File: config.mk
export PLATFORM = sky130hd
export DESIGN_NAME = mod3_check_scheduler
export DESIGN_NICKNAME = d
export VERILOG_FILES = /design/src/rtl/mod3_check_scheduler.sv
export SDC_FILE = /design/constraint.sdc
export NUM_CORES = 1
export LEC_CHECK = 0
export CELL_PAD_IN_SITES_DETAIL_PLACEMENT = 0
export CELL_PAD_IN_SITES_GLOBAL_PLACEMENT = 2
export CORE_MARGIN = 2
export CORE_UTILIZATION = 28
export CTS_CLUSTER_DIAMETER = 50
export CTS_CLUSTER_SIZE = 12
export DETAILED_ROUTE_END_ITERATION = 6
export PLACE_DENSITY_LB_ADDON = 0.1
export REMOVE_ABC_BUFFERS = 1
export SLEW_MARGIN = 20
export SYNTH_ARGS = -nofsm -noshare
export SYNTH_HDL_FRONTEND = slang
export SYNTH_SLANG_ARGS = --single-unit
File: constraint.sdc
create_clock -name clk -period 2 [get_ports clk]
set_input_delay 0.2 -clock clk [delete_from_list [all_inputs] [get_ports clk]]
set_output_delay 0.2 -clock clk [all_outputs]
set_load 0.01 [all_outputs]
File: src/rtl/mod3_check_scheduler.sv
// Round-robin front end sharing one bit-serial mod-3 residue engine among NUM_REQ requesters.
// Words are shifted MSB-first through r <= (2r+b) mod 3 and returned with the requester id.
module mod3_check_scheduler #(
  parameter int NUM_REQ = 4,
  parameter int WIDTH   = 8,
  parameter int ID_W    = 2
) (
  input  logic                     clk,
  input  logic                     rst_n,
  input  logic [NUM_REQ-1:0]       req_valid,
  output logic [NUM_REQ-1:0]       req_ready,
  input  logic [NUM_REQ*WIDTH-1:0] req_data,
  input  logic                     abort,
  output logic                     rsp_valid,
  input  logic                     rsp_ready,
  output logic [ID_W-1:0]          rsp_id,
  output logic [1:0]               rsp_residue,
  output logic                     rsp_div3,
  output logic                     busy,
  output logic [15:0]              div_count
);

  localparam int CNT_W = (WIDTH > 1) ? $clog2(WIDTH) : 1;

  typedef enum logic [1:0] {IDLE, SHIFT, DONE} state_t;

  state_t            r_state;
  state_t            w_next;
  logic [ID_W-1:0]   r_last;
  logic [ID_W-1:0]   w_gnt;
  logic              w_any;
  logic              w_accept;
  logic              w_last_bit;
  logic              w_deliver;
  logic [WIDTH-1:0]  w_sel;
  logic [WIDTH-1:0]  r_shift;
  logic [1:0]        r_res;
  logic [1:0]        w_res_nxt;
  logic [CNT_W-1:0]  r_cnt;
  logic              r_rsp_valid;
  logic [ID_W-1:0]   r_rsp_id;
  logic [1:0]        r_rsp_res;
  logic              r_rsp_div3;
  logic [15:0]       r_div_count;

  function automatic logic [1:0] mod3_step(input logic [1:0] r, input logic b);
    case (r)
      2'd0:    mod3_step = b ? 2'd1 : 2'd0;
      2'd1:    mod3_step = b ? 2'd0 : 2'd2;
      default: mod3_step = b ? 2'd2 : 2'd1;
    endcase
  endfunction

  function automatic logic [15:0] sat_inc(input logic [15:0] v);
    sat_inc = (v == 16'hFFFF) ? v : v + 16'd1;
  endfunction

  // Rotating-priority search starting just after the last grant; the nearest hit wins.
  always_comb begin : p_grant
    logic [ID_W-1:0] w_idx;
    w_gnt = r_last;
    w_any = 1'b0;
    w_idx = '0;
    for (int k = NUM_REQ; k >= 1; k--) begin
      w_idx = ID_W'((int'(r_last) + k) % NUM_REQ);
      if (req_valid[w_idx]) begin
        w_gnt = w_idx;
        w_any = 1'b1;
      end
    end
  end

  always_comb begin
    w_sel = '0;
    for (int i = 0; i < NUM_REQ; i++) begin
      if (ID_W'(i) == w_gnt) w_sel = req_data[i*WIDTH +: WIDTH];
    end
  end

  assign w_accept   = (r_state == IDLE) && !abort && w_any;
  assign w_last_bit = (r_cnt == CNT_W'(WIDTH - 1));
  assign w_deliver  = (r_state == DONE) && !abort && rsp_ready;
  assign w_res_nxt  = mod3_step(r_res, r_shift[WIDTH-1]);

  always_ff @(posedge clk or negedge rst_n) begin
    if (!rst_n) r_state <= IDLE;
    else        r_state <= w_next;
  end

  always_comb begin
    w_next = r_state;
    unique case (r_state)
      IDLE:    if (w_accept) w_next = SHIFT;
      SHIFT: begin
        if (abort)           w_next = IDLE;
        else if (w_last_bit) w_next = DONE;
      end
      DONE:    if (abort || rsp_ready) w_next = IDLE;
      default: w_next = IDLE;
    endcase
  end

  // req_ready is gated by rst_n so nothing is offered while reset is held.
  always_comb begin
    req_ready = '0;
    busy      = (r_state != IDLE);
    if (rst_n && w_accept) req_ready[w_gnt] = 1'b1;
  end

  always_ff @(posedge clk or negedge rst_n) begin
    if (!rst_n) begin
      r_last      <= ID_W'(NUM_REQ - 1);
      r_cnt       <= '0;
      r_rsp_valid <= 1'b0;
      r_rsp_id    <= '0;
      r_rsp_res   <= 2'd0;
      r_rsp_div3  <= 1'b0;
      r_div_count <= 16'd0;
    end else begin
      if (w_accept) begin
        r_last   <= w_gnt;
        r_rsp_id <= w_gnt;
        r_cnt    <= '0;
      end
      if ((r_state == SHIFT) && !abort) begin
        r_cnt <= r_cnt + CNT_W'(1);
        if (w_last_bit) begin
          r_rsp_valid <= 1'b1;
          r_rsp_res   <= w_res_nxt;
          r_rsp_div3  <= (w_res_nxt == 2'd0);
        end
      end
      if ((r_state != IDLE) && abort) r_rsp_valid <= 1'b0;
      if (w_deliver) begin
        r_rsp_valid <= 1'b0;
        if (r_rsp_div3) r_div_count <= sat_inc(r_div_count);
      end
    end
  end

  always_ff @(posedge clk) begin
    if (w_accept) begin
      r_shift <= w_sel;
      r_res   <= 2'd0;
    end else if (r_state == SHIFT) begin
      r_shift <= r_shift << 1;
      r_res   <= w_res_nxt;
    end
  end

  assign rsp_valid   = r_rsp_valid;
  assign rsp_id      = r_rsp_id;
  assign rsp_residue = r_rsp_res;
  assign rsp_div3    = r_rsp_div3;
  assign div_count   = r_div_count;

endmodule

==> impl_metrics.tcl <==
set metrics [dict create \
    status "finished, violations left" \
    violations "negative setup slack" \
    setup_slack_ps -40.2 \
    cp-startpoint "req_valid[0]" \
    highest_layer "met4" \
    antenna_found_initial 0 \
    fin_crit_sh_pct 102 \
    worst_slew_pin_slew_ps 430 \
    min_path_type "in2async" \
    slew_headroom_pct 71.1 \
    ant_nets 0 \
    ir_worst_vdd_mv 0.383 \
    max_cap_viol_count 0 \
    num_vias 2286 \
    dp_hpwl_um 5200 \
    power_density_nw_per_um2 922 \
    leakage_nw 1.57 \
    wl_met1_um 3080 \
    start_util_pct 28.3 \
    grt_usage_pct 15.7 \
    synth.area.top_cells "dfrtp_1 (29%), edfxtp_1 (10%), nand2_1 (5.1%)" \
    met2_length_um 3560 \
    async_flop_share_pct 74.4 \
    final_cell_mix "clkdlybuf4s50_1 (59), buf_4 (45), nand2_1 (31), dfrtp_1 (27), nor2_1 (25)" \
    crit_fanout 4 \
    synth_cells 247 \
    grt-ovfl-total 0 \
    drive_above_1_share_pct 29.8 \
    ys.flop_type "dfrtp_1" \
    yosys_warnings 0 \
    ys_seq_elements 39 \
    fmax_mhz 490 \
    mostFrequentLayoutCell "clkdlybuf4s50_1" \
    cp-start-kind "input pin" \
    r2r_cells 6 \
    yosys.area.top_type "dfrtp_1" \
    rsz0062_at_grt "yes" \
    wire_per_inst_um 15.0 \
    rr_startpoint "r_last[1]$_DFFE_PN1P_" \
    grt_pass1_wl_um 10900 \
    clkSlewWorstSetupHoldPaths_ps 80 \
    path_class "in2out" \
    dr.pass1.iters 4 \
    synth_top_area_share_pct 29.5 \
    first_global_vias 2177 \
    synth-edff-count 8 \
    syn-cell-area_sq_um 2290 \
    wl_met3_um 277 \
    numCtsBuffers 5 \
    crit_arrival_ps 1840 \
    clk_path_buf_depth 2 \
    dieArea_sq_um 8930 \
    area_growth_pct 65.4 \
    fin_setup_tns_ps -52.1 \
    vias_per_cell 4.88 \
    cts_tree "done" \
    h-tree-depth 2 \
    num_io_pins 67 \
    fp.coreArea_sq_um 8090 \
    io_buffers 66 \
    power_mw 3.50 \
    worstPathRequired_ps 1800 \
    final_nets 405 \
    ff2ff_setup_slack_ps 20 \
    finalHoldViolations 0 \
    fin_skew_ps 7.11 \
    setup_viol 2 \
    drt_iter0_markers 64 \
    r2r-end "r_shift[2]$_DFFE_PP_" \
    crit_end "req_ready[3]" \
    wirelength_um 7030 \
    clkLatencyLatePin_ps 300 \
    die_y_um 94.5 \
    hold_slack_ps 428 \
    slew_viol_final 0 \
    end_kind "primary output" \
    place_congestion 0.831 \
    die_w_um 94.5 \
    ys_seq_area_share_pct 44.0 \
    grt_max_degree 30 \
    dpl_worst_slack_ps -450 \
    antennaDiodeCount 0 \
    drc_errors 0 \
    avgSynthCellArea_sq_um 9.29 \
    yosys.cell_types.count 49 \
    fp-row-count 33 \
    clkSinkCount 39 \
    finalCriticalPeriod_ps 2040 \
    root_buffer "clkbuf_8" \
]
## Yosys cell counts (all sizes together), types with 2 or more instances
| cell type | number |
|---|---|
| dfstp | 2 |
| nor2 | 26 |
| dfxtp | 2 |
| nor3 | 16 |
| nand4 | 5 |
| clkbuf | 2 |
| mux2 | 2 |
| a22oi | 3 |
| ha | 3 |
| nor4 | 4 |
| nand3 | 10 |
| and3 | 2 |
| inv | 4 |
| dfrtp | 27 |
| nor4b | 8 |
| xor2 | 4 |
| buf | 10 |
| xnor2 | 10 |
| nor2b | 4 |
| nand2b | 6 |
| edfxtp | 8 |
| or3 | 3 |
| nand2 | 31 |
| o41ai | 7 |
| a211oi | 10 |
| a21oi | 6 |
| o21ai | 19 |
## area by class of cell
type / count / area [sq um]
Clock buffer: 8 / 100
Fill cell: 818 / 4300
Inverter: 4 / 15.0
Multi-Input combinational cell: 192 / 1450
Sequential cell: 39 / 1010
Tap cell: 105 / 131
Timing Repair Buffer: 120 / 1090
## stage by stage
step / cells / cell area (sq um) / utilization, %
floorplan: 235 / 2230 / -
global placement: 450 / 3360 / 41.5
detailed placement: 450 / 3360 / 41.5
CTS: 467 / 3640 / 44.9
global route: 468 / 3790 / 46.9
finish: 468 / 3790 / 46.9
## worst min path at each step
stage,end,depth (start not counted),from,slack [ps]
finish,div_count[4]$_DFFE_PN0P_,2,rst_n,430
floorplan,div_count[0]$_DFFE_PN0P_,0,rst_n,-100
global placement,rsp_residue[1]$_DFFE_PN0P_,2,rsp_residue[1]$_DFFE_PN0P_,460
CTS,div_count[13]$_DFFE_PN0P_,2,rst_n,470
detailed placement,rsp_residue[1]$_DFFE_PN0P_,2,rsp_residue[1]$_DFFE_PN0P_,470
global route,div_count[3]$_DFFE_PN0P_,2,rst_n,480
## logic make-up after synthesis
logic type	share of synthesized area, %
DFF	44.0
buffers and inverters	3.55
adders and majority gates	1.64
and+or+nand+nor	27.7
AOI/OAI and AO/OA	16.4
muxes	1.42
xor gates and xnor gates	5.35
## metal layers
| metal | up-vias | global-route usage, % |
|---|---|---|
| met5 | - | 0 |
| met4 | 0 | 4.59 |
| met3 | 11 | 3.03 |
| met2 | 47 | 26.5 |
| met1 | 1094 | 20.5 |
| li1 | 1134 | - |
## registers in the layout, indices dropped and copies added, names as in the netlist
register and count:
rsp_residue 2, r_shift 8, rsp_id 2, r_state 2, rsp_div3 1, rsp_valid 1
r_cnt 3, r_last 2, div_count 16, r_res 2
## worst max-delay path, cell delays in order
cell             delay, ps
clkdlybuf4s50_1        450
nor4_1                 450
buf_4                  200
nor3_2                  40
nand2_1                200
nor2_1                  80
clkdlybuf4s15_2        220
## where the power goes
part           switching (mW)  internal (mW)
clock network           0.284          0.315
registers               0.105          0.992
logic                   0.875          0.925
## repair_timing
item | CTS | global route
hold buffers | 0 | 0
setup endpoints to repair | 10 | 12
pin swaps | 6 | 15
cloned | 1 | 0
gates resized for setup | 40 | 27
setup buffers | 8 | 2
Power figures use the tool's default switching activity.
